--- config.mk ---
export PLATFORM = sky130hd
export DESIGN_NAME = tty_uart_tx
export DESIGN_NICKNAME = d
export VERILOG_FILES = /design/src/rtl/tty_uart_tx.sv
export SDC_FILE = /design/constraint.sdc
export NUM_CORES = 1
export LEC_CHECK = 0
export CAP_MARGIN = 20
export CORE_MARGIN = 1
export CORE_UTILIZATION = 38
export DETAILED_ROUTE_END_ITERATION = 6
export GPL_TIMING_DRIVEN = 0
export HOLD_SLACK_MARGIN = 0.06
export PLACE_DENSITY = 0.6
export RECOVER_POWER = 25
export SETUP_SLACK_MARGIN = 0.2
export SLEW_MARGIN = 20
export SYNTH_ARGS = -nofsm -noshare
export SYNTH_HDL_FRONTEND = slang
export SYNTH_SLANG_ARGS = --single-unit
--- constraint.sdc ---
create_clock -name clk_i -period 3.9 [get_ports clk_i]
set_clock_uncertainty 0.15 [all_clocks]
set_input_delay 0.39 -clock clk_i [delete_from_list [all_inputs] [get_ports clk_i]]
set_output_delay 0.39 -clock clk_i [all_outputs]
set_load 0.01 [all_outputs]
--- src/rtl/tty_uart_tx.sv ---
// Buffered 8N1 UART transmitter for the MCU TTY port: a FIFO absorbs write bursts and a
// baud-timed FSM serialises {1'b0, char} LSB first; writes into a full FIFO set a sticky ovf_o.
module tty_uart_tx #(
  parameter int CLKS_PER_BIT = 21,
  parameter int FIFO_AW      = 4
) (
  input  logic       clk_i,
  input  logic       rst_in,
  input  logic [6:0] tty_i,
  input  logic       tty_we_i,
  output logic       tx_o,
  output logic       busy_o,
  output logic       full_o,
  output logic       ovf_o
);

  localparam int DEPTH = 2 ** FIFO_AW;
  localparam logic [FIFO_AW:0] DEPTH_C   = (FIFO_AW + 1)'(DEPTH);
  localparam logic [15:0]      BAUD_LAST = 16'(CLKS_PER_BIT - 1);

  typedef enum logic [1:0] {IDLE, START, DATA, STOP} state_t;

  state_t             state;
  logic [6:0]         mem [DEPTH];
  logic [FIFO_AW-1:0] rd_ptr;
  logic [FIFO_AW-1:0] wr_ptr;
  logic [FIFO_AW:0]   count;
  logic [15:0]        baud;
  logic [2:0]         bit_idx;
  logic [7:0]         shift;
  logic               baud_tc;
  logic               fifo_nonempty;
  logic               pop;
  logic               push;

  assign baud_tc       = (baud == BAUD_LAST);
  assign fifo_nonempty = (count != '0);
  // Pop either from idle or on the last stop-bit cycle, so queued frames run back to back.
  assign pop  = fifo_nonempty && ((state == IDLE) || ((state == STOP) && baud_tc));
  assign push = tty_we_i && ((count != DEPTH_C) || pop);

  assign busy_o = (state != IDLE) || fifo_nonempty;
  assign full_o = (count == DEPTH_C);

  always_ff @(posedge clk_i) begin
    if (push) mem[wr_ptr] <= tty_i;
  end

  always_ff @(posedge clk_i or negedge rst_in) begin
    if (!rst_in) begin
      rd_ptr <= '0;
      wr_ptr <= '0;
      count  <= '0;
      ovf_o  <= 1'b0;
    end else begin
      if (push) wr_ptr <= wr_ptr + 1'b1;
      if (pop)  rd_ptr <= rd_ptr + 1'b1;
      if (push && !pop)      count <= count + 1'b1;
      else if (pop && !push) count <= count - 1'b1;
      if (tty_we_i && !push) ovf_o <= 1'b1;
    end
  end

  always_ff @(posedge clk_i or negedge rst_in) begin
    if (!rst_in) begin
      state   <= IDLE;
      baud    <= '0;
      bit_idx <= '0;
      shift   <= '0;
      tx_o    <= 1'b1;
    end else begin
      case (state)
        IDLE: begin
          if (pop) begin
            shift <= {1'b0, mem[rd_ptr]};
            baud  <= '0;
            state <= START;
            tx_o  <= 1'b0;
          end
        end
        START: begin
          if (baud_tc) begin
            baud    <= '0;
            bit_idx <= '0;
            state   <= DATA;
            tx_o    <= shift[0];
          end else begin
            baud <= baud + 1'b1;
          end
        end
        DATA: begin
          if (baud_tc) begin
            baud    <= '0;
            shift   <= shift >> 1;
            bit_idx <= bit_idx + 1'b1;
            // tx_o is loaded with the bit about to go out, keeping the line purely registered.
            if (bit_idx == 3'd7) begin
              state <= STOP;
              tx_o  <= 1'b1;
            end else begin
              tx_o <= shift[1];
            end
          end else begin
            baud <= baud + 1'b1;
          end
        end
        STOP: begin
          if (baud_tc) begin
            baud <= '0;
            if (pop) begin
              shift <= {1'b0, mem[rd_ptr]};
              state <= START;
              tx_o  <= 1'b0;
            end else begin
              state <= IDLE;
              tx_o  <= 1'b1;
            end
          end else begin
            baud <= baud + 1'b1;
          end
        end
        default: begin
          state <= IDLE;
          tx_o  <= 1'b1;
        end
      endcase
    end
  end

endmodule

==> summary.txt <==
Total track usage: 16.51%
R2r setup slk: 0.33 ns
Share of cells above drive strength 1: 21.17%
Largest net degree at the start of global routing: 26
Worst Path Buf+Inv: 1
CP Max Fanout: 6
Initial Util: 39.40%
Leakage: 2.829 nW
Yosys warns: 0
Via Count: 4011
Pwr dens: 530.0 mW/mm^2
Worst-path cell chain: or4_4 -> or4_4 -> o211ai_4 -> and2_4 -> ha_2 -> inv_2 -> fa_2 -> a21o_1 -> a21oi_2 -> xnor2_1 -> nor2_1 -> xnor2_1
Clock Pin Slew Worst Setup and Hold Paths: 0.06 ns
Post-synth ARST share: 27.74%
CP startpoint: baud[8]$_DFFE_PN0P_
Hold depth: 3
Post-synthesis sequential area ratio: 64.26%
Worst endpoint required time: 4.07 ns
Die W: 136.9 microns
Setup tns final: 0 ns
Io pins: 14
DRC viols: 0
CTS tree: done
Status: finished clean
FP Rows: 48
Antenna Diode Count: 0
Final Hold Vio Count: 0
Minimum clock period: 3.567 ns
Slowest stage cell, crit path: or4_4
R2R depth: 12
Core area: 0.01754 sq mm
Post-DRT Antenna Nets: 0
Clock sinks: 155
DR pass1 iterations: 4
CP arrival: 3.73 ns
Worst reg2reg startpoint: baud[8]$_DFFE_PN0P_
CP Class: flip-flop to flip-flop
Post-Syn Area: 0.006910 sq mm
Clk buf depth: 2
Worst Hold Path EP: wr_ptr[1]$_DFFE_PN0P_
Initial antenna violation count: 0
DIE AREA: 0.01873 sq mm
DR iter-0 viols: 269
Root Driver: clkbuf_16
H-tree levels: 4
Main synth FF type: edfxtp_1
Synth Net Count: 492
Endpoints failing setup: 0
Area Growth Syn to Fin: 16.10%
Startpoint types: flip-flop
DR WL/cell: 19.14 microns
Top delay family on crit path: simple AND/OR/NAND/NOR gates
Via count of the first global-routing pass: 4027
Global-route wire length before repair: 22.44 mm
VDD IR max: 0.3070 mV
Die Height: 136.9 microns
# nets final: 532
Worst-margin pin slew: 1.349 ns
DP Wirelength: 9.700 mm
Unrepaired setup endpoints after global routing: false
Worst-Skew Late Latency: 0.43 ns
Post-synth EDFFs: 112
Crit. End Element: flip-flop
Max Clk Rate: 0.2804 GHz
Syn Inst Count: 462
Dpl cells: 700
Max-Cap Viols: 0
Synth cell types: 55
Worst hold start: tty_we_i
Fin crit share: 91.45%
Slowest stage delay, CP: 0.55 ns
Slew HR: 10.04%
DR vias/cell: 5.420
Gr ovfl total: 0
Mean Syn Cell Area: 14.96 sq um
TritonCTS buffer count: 17
FF+latch count, synth: 155
Wirelength, routed: 14.16 mm
Finished Layout Cells: 740
Gpl congestion: 0.8494
Final slew viol count: 0
Port bufs: 12
Reg-to-reg endpoint: count[4]$_DFFE_PN0P_
Min-delay worst type: input port to flip-flop
==> area by class of cell <==
type | count | area [sq um]
well taps | 225 | 281.5
multi-input cells | 274 | 2381
inverters | 14 | 52.55
clock buffers | 17 | 425.4
repair buffers | 21 | 180.2
plain buffers | 19 | 83.83
clock inverters | 15 | 173.9
fillers | 1563 | 9514
flip-flops and latches | 155 | 4444
==> Yosys cell counts (11+ instances only) <==
cell / number / area, sq um
edfxtp_1: 112 / 3363
mux4_2: 22 / 495.5
nand2_1: 24 / 90.09
dfrtp_1: 42 / 1051
mux2_2: 11 / 123.9
nand3_1: 20 / 100.1
ha_1: 19 / 237.7
o21ai_0: 23 / 115.1
nor2_1: 23 / 86.33
inv_1: 14 / 52.55
mux2i_1: 13 / 130.1
==> routing by layer <==
layer / GRT usage [%] / vias to the layer above / part of all wire (%)
met2: 26.11 / 71 / 48
met4: 6.288 / 0 / 1.9
li1: - / 1859 / -
met3: 3.630 / 22 / 3.1
met1: 22.25 / 2059 / 47
met5: 0 / - / 0
==> power by group <==
part | total [W] | internal, W | leakage (nW) | switching, W
combinational | 0.000545 | 0.000221 | 0.987 | 0.000324
clock | 0.00169 | 0.000967 | 0.299 | 0.000724
sequential | 0.00202 | 0.00195 | 1.54 | 0.0000693
total | 0.00425 | 0.00313 | 2.83 | 0.00112
==> layout by cell type, fill, tap and decap left out, types with 11 or more instances in the layout <==
cell type  netlist  routed
clkbuf_1         9      11
nand3_1         20      20
o21ai_0         23      23
nand2_1         24      24
edfxtp_1       112     112
dfrtp_1         42      39
mux2_2          11      11
clkbuf_16        0      17
mux2i_1         13      13
mux4_2          22      22
ha_1            19      17
inv_1           14      13
nor2_1          23      23
==> state kept, by name, summed over array words and instances (netlist names) <==
| signal | cells |
|---|---|
| mem | 112 |
| baud | 16 |
| shift | 7 |
| count | 5 |
| rd_ptr | 4 |
| wr_ptr | 4 |
| bit_idx | 3 |
| state | 2 |
| ovf_o | 1 |
| tx_o | 1 |
==> tightest hold or removal path: cells and delay by family <==
| kind | cells | cell delay, ns |
|---|---|---|
| AOI/OAI and AO/OA | 1 | 0.07 |
| buffers and inverters | 1 | 0.16 |
| and+or+nand+nor | 1 | 0.08 |
==> repair_timing <==
item,in CTS,in global routing
resized for setup,1,10
pin swaps,1,3
endpoints found under the setup margin,2,2
endpoints found under the hold margin,17,0
hold buffers,1,0
setup buffers,1,6
==> cells by family (layout without fill, tap and decap cells) <==
group | after synthesis | in the layout | synth area share (%)
buf+inv | 33 | 86 | 1.973
xor+xnor | 16 | 16 | 2.028
fa+ha+maj | 20 | 20 | 3.730
mux | 47 | 47 | 11.01
flops | 155 | 155 | 64.26
simple gates | 124 | 124 | 10.23
compound gates | 67 | 67 | 6.772
==> how the worst max path moves through the flow <==
stage | cells past startpoint | end
global route | 12 | count[4]$_DFFE_PN0P_
CTS | 12 | count[4]$_DFFE_PN0P_
finish | 12 | count[4]$_DFFE_PN0P_
floorplan | 12 | count[4]$_DFFE_PN0P_
detailed placement | 13 | count[4]$_DFFE_PN0P_
global placement | 13 | count[4]$_DFFE_PN0P_
==> metrics by stage <==
step	instance area [sq um]	hold WS (ns)	utilization, %	setup WS, ns	power, W
2_1_floorplan	6910	-0.05559	-	0.4440	0.002389
3_3_place_gp	7312	0.3043	41.70	0.1907	0.002535
3_5_place_dp	7327	0.2286	41.78	0.1623	0.002568
4_1_cts	7950	0.1615	45.33	0.1534	0.004260
5_1_grt	8023	0.1976	45.75	0.1704	0.004417
6_report	8023	0.1700	45.75	0.3334	0.004252
Note: power is estimated with default switching activity, not from simulation.
==> edit 1: new RTL, same flow settings <==
Encoding of `state_t`: now Gray code (2 bits for 4 states).
--- a/src/rtl/tty_uart_tx.sv
+++ b/src/rtl/tty_uart_tx.sv
@@ -18,7 +18,7 @@
   localparam logic [FIFO_AW:0] DEPTH_C   = (FIFO_AW + 1)'(DEPTH);
   localparam logic [15:0]      BAUD_LAST = 16'(CLKS_PER_BIT - 1);
 
-  typedef enum logic [1:0] {IDLE, START, DATA, STOP} state_t;
+  typedef enum logic [1:0] {IDLE = 2'b00, START = 2'b01, DATA = 2'b11, STOP = 2'b10} state_t;
 
   state_t             state;
   logic [6:0]         mem [DEPTH];
Function: no difference found for any inputs over 10 cycles, from zero or initial values and one cycle with rst_in low; not proved beyond that.
==> edit 1 against the unedited design <==
  * The flow now finishes with violations (capacitance limit, slew limit)
  * Critical endpoint unchanged
  * Synthesized area fell by 0.56%
  * Design area fell by 0.58%
  * Sequential cell count did not move
  * Highest routed layer unchanged
  * Worst hold slack improved by 0.15 ns
  * Synthesized cell count rose by 1.7%
  * Largest cell class unchanged
  * Wire length fell by 1.9%
  * Total power barely moved
  * First-iteration DRC count fell by 10%
  * Worst setup slack improved by 0.23 ns
==> edit 1: results (changes against the unedited design) <==
[critical_path]
r2r_start = count[0]
critical-path-slowest-cell = nor4_2
crit_path_max_fanout = 10  ; +4
max_stage_delay_ns = 0.46  ; -0.09 ns
critPathArrivalTime_ns = 3.50  ; -0.23 ns
worstSetupStartpoint = count[0]

[synth]
ys_seq_area_share_pct = 64.6  ; +0.36 points
muxShareOfSynthArea_pct = 10.0  ; -0.98 points
synthTopCellsByArea = edfxtp_1, dfrtp_1, mux4_2, ha_1, mux2i_1
synth-adder-area-share_pct = 2.66  ; -1.1 points
synth_cell_types = 63  ; +15%
yosysWarnings = 0  ; unchanged
synthXorXnorAreaFrac_pct = 1.89  ; -0.13 points
netlist_top_cells_count = edfxtp_1, dfrtp_1, nor2_1
synth_fp_nets = 494  ; +0.41%
synth-compound-area-share_pct = 7.76  ; +0.99 points

[route]
wl_met3_um = 690  ; +59%
m1WireLength_um = 6050  ; -8.6%
drt-initial-drc-count = 242  ; -10%
vias = 3983  ; -0.70%
top_layer = met4
wl_met2_um = 6940  ; +1.3%
wl_um = 13900  ; -1.9%

[outcome]
violations = capacitance limit, slew limit
status = finished, violations left

[place]
hpwlAfterDp_um = 9880  ; +1.8%
portBuffers = 13  ; +1
globalplace.congestion = 0.847  ; -0.26%

[worst_hold_path]
min_from = ovf_o
hold_path_class = reg2reg

[pwr]
seqPwrFrac_pct = 48.0  ; +0.6 points
power_leakage_nw = 2.95  ; +4.3%
power.total_mw = 4.25  ; about the same
netSwitchingFraction_pct = 27.1  ; +0.81 points
peakVddDrop_mv = 0.332  ; +8.2%

[global_route]
met3_usage_pct = 3.88  ; +0.25 points
grtUsageMet1_pct = 21.0  ; -1.2 points
grt_pass1_vias = 4080  ; +1.3%
grt_usage_pct = 16.5  ; about the same
grt_max_degree = 28  ; +7.7%
use_met2_pct = 26.8  ; +0.65 points

[clocking]
cts_setup_buffers = 0  ; -1
ctsResizeCount = 0  ; -1

[cells_and_area]
fillCellCount = 1519  ; -2.8%
layout-drive-gt1-share_pct = 19.6  ; -1.5 points

[timing]
slew_headroom_pct = -1.27  ; -11 points
drv_slew = 28  ; +28

[flow_run]
drv_cap = 1  ; +1

==> edit 1: area by class of cell <==
class                      instances  area [µm²]  area share, %
sequential                       155        4440           55.7
multi-input combinational        275        2260           28.3
clock buffer                      17         425           5.33
tap                              225         282           3.53
timing repair buffer              23         185           2.32
buffer                            22         163           2.04
clock inverter                    15         156           1.96
inverter                          18        67.6          0.847
==> edit 1: final timing paths <==
path / to / slack, ns / depth (start not counted)
worst max-delay path: count[4] / 0.56 / 13
worst min-delay path: ovf_o / 0.32 / 1
worst max register to register: count[4] / 0.56 / 13
worst min register to register: ovf_o / 0.32 / 1
max in group asynchronous: rd_ptr[2] / 1.21 / 3
min in group asynchronous: baud[5] / 0.48 / 2
==> edit 1: metrics by stage <==
| stage | area, µm² | cells |
|---|---|---|
| 2_1_floorplan | 6870 | 470 |
| 3_3_place_gp | 7280 | 708 |
| 3_5_place_dp | 7400 | 717 |
| 4_1_cts | 7990 | 750 |
| 5_1_grt | 7980 | 750 |
| 6_report | 7980 | 750 |
==> edit 2: new RTL, config.mk and constraints unchanged <==
Made on the original files. Change the parameter `FIFO_AW` from 4 to 5.
--- a/src/rtl/tty_uart_tx.sv
+++ b/src/rtl/tty_uart_tx.sv
@@ -2,7 +2,7 @@
 // baud-timed FSM serialises {1'b0, char} LSB first; writes into a full FIFO set a sticky ovf_o.
 module tty_uart_tx #(
   parameter int CLKS_PER_BIT = 21,
-  parameter int FIFO_AW      = 4
+  parameter int FIFO_AW      = 5
 ) (
   input  logic       clk_i,
   input  logic       rst_in,
Check against the original RTL: no difference found for any inputs over 10 cycles, from zero or initial values and one cycle with rst_in low; that may be too few to reach the edited logic, so the function may still have changed.
==> edit 2 against the unedited design <==
  * Worst setup slack gained 0.0060 ns
  * Worst hold slack lost 0.039 ns
  * Design area grew 65%
  * Synthesized area grew 68%
  * Total power grew 130%
  * Largest cell class unchanged
  * Combinational power grew to 5.9 times the old value
  * Sequential cell count grew 115
  * Wire length grew 90%
  * The flow now finishes with violations (capacitance limit, slew limit)
  * Via count grew 64%
  * Utilization shrank 1.3 points
==> edit 2: results (changes against the unedited design) <==
[clocking]
clk_latency_ns = 0.58  ; +0.15 ns
htree_levels = 1  ; -3

[pwr]
peakVddDrop_mv = 0.477  ; +55%
power_leakage_nw = 4.53  ; +60%
clock_power_share_pct = 30.2  ; -9.6 points
p_int_mw = 6.59  ; +110%

[place]
place_ws_ns = 0.00218  ; -0.160 ns
globalplace.congestion = 0.829  ; -2.4%

[route]
vias = 6558  ; +64%
wl_met3_um = 1760  ; +300%
drt-initial-drc-count = 644  ; +140%
m1WireLength_um = 12200  ; +84%
wl_um = 26900  ; +90%

[outcome]
status = finished, violations left
violations = capacitance limit, slew limit

[global_route]
grt_pass1_wl_um = 40400  ; +80%
grt_pass1_vias = 6384  ; +59%

[synth]
netlist_top_cells_count = edfxtp_1, mux4_2, nor2_1
synth_edf_count = 224  ; +100%
async_flop_share_pct = 17.0  ; -11 points
synthTopCellsByArea = edfxtp_1, dfrtp_1, mux4_2, ha_1, mux2i_1
synth_cell_types = 72  ; +31%

[cells_and_area]
layout-drive-gt1-share_pct = 18.5  ; -2.7 points
top_regs = mem (224), baud (16), shift (7)
nNetsFinal = 794  ; +49%

[critical_path]
max_stage_delay_ns = 0.47  ; -0.08 ns
critical-path-slowest-cell = or4_1
r2r_start = baud[0]
worstSetupStartpoint = baud[0]

[flow_run]
drv_cap = 2  ; +2

[timing]
drv_slew = 66  ; +66

[edit 2: final cells by class]
type                            count  area (µm²)  share of cell area [%]
Multi-Input combinational cell    391        3440                    26.0
Clock inverter                     20         303                    2.29
Tap cell                          390         488                    3.68
Buffer                             36         204                    1.54
Clock buffer                       32         726                    5.48
Inverter                           20        75.1                   0.567
Timing Repair Buffer               16         129                   0.973
Sequential cell                   270        7880                    59.5
[edit 2: through the flow]
step                power (mW)  instances
floorplan                 5.88        717
global placement          6.83       1119
detailed placement        6.86       1120
CTS                       9.82       1175
global route              10.2       1175
finish                    9.80       1175
[edit 2: repair_timing]
action                     CTS  global route
setup endpoints to repair    3             3
pin swaps                    2             0
hold buffers                 1             0
gates resized for setup      2             6
hold endpoints to repair    21             0
buffers inserted             2             0
[edit 2: kinds of logic (layout without fill, tap and decap cells)]
group | after synthesis | after routing | share of synthesized area, %
mux | 75 | 75 | 11.9
simple gates | 182 | 182 | 8.55
buf+inv | 56 | 124 | 2.40
fa+ha+maj | 21 | 21 | 2.33
compound gates | 98 | 98 | 5.69
flops | 270 | 270 | 68.0
xor+xnor | 15 | 15 | 1.13
[edit 2: worst paths after layout]
| kind | to | slack [ns] | cells past startpoint |
|---|---|---|---|
| worst max register to register | count[5] | 0.34 | 14 |
| worst min-delay path | wr_ptr[1] | 0.13 | 3 |
| min in group asynchronous | count[2] | 0.24 | 2 |
| worst max-delay path | count[5] | 0.34 | 14 |
| max in group asynchronous | bit_idx[1] | 2.83 | 3 |
| worst min register to register | ovf_o | 0.32 | 1 |
[edit 2: routing by layer]
metal / vias to the layer above / global-route usage (%)
met5: - / 0
li1: 2929 / -
met1: 3365 / 25.4
met4: 0 / 4.45
met3: 45 / 3.55
met2: 219 / 27.0
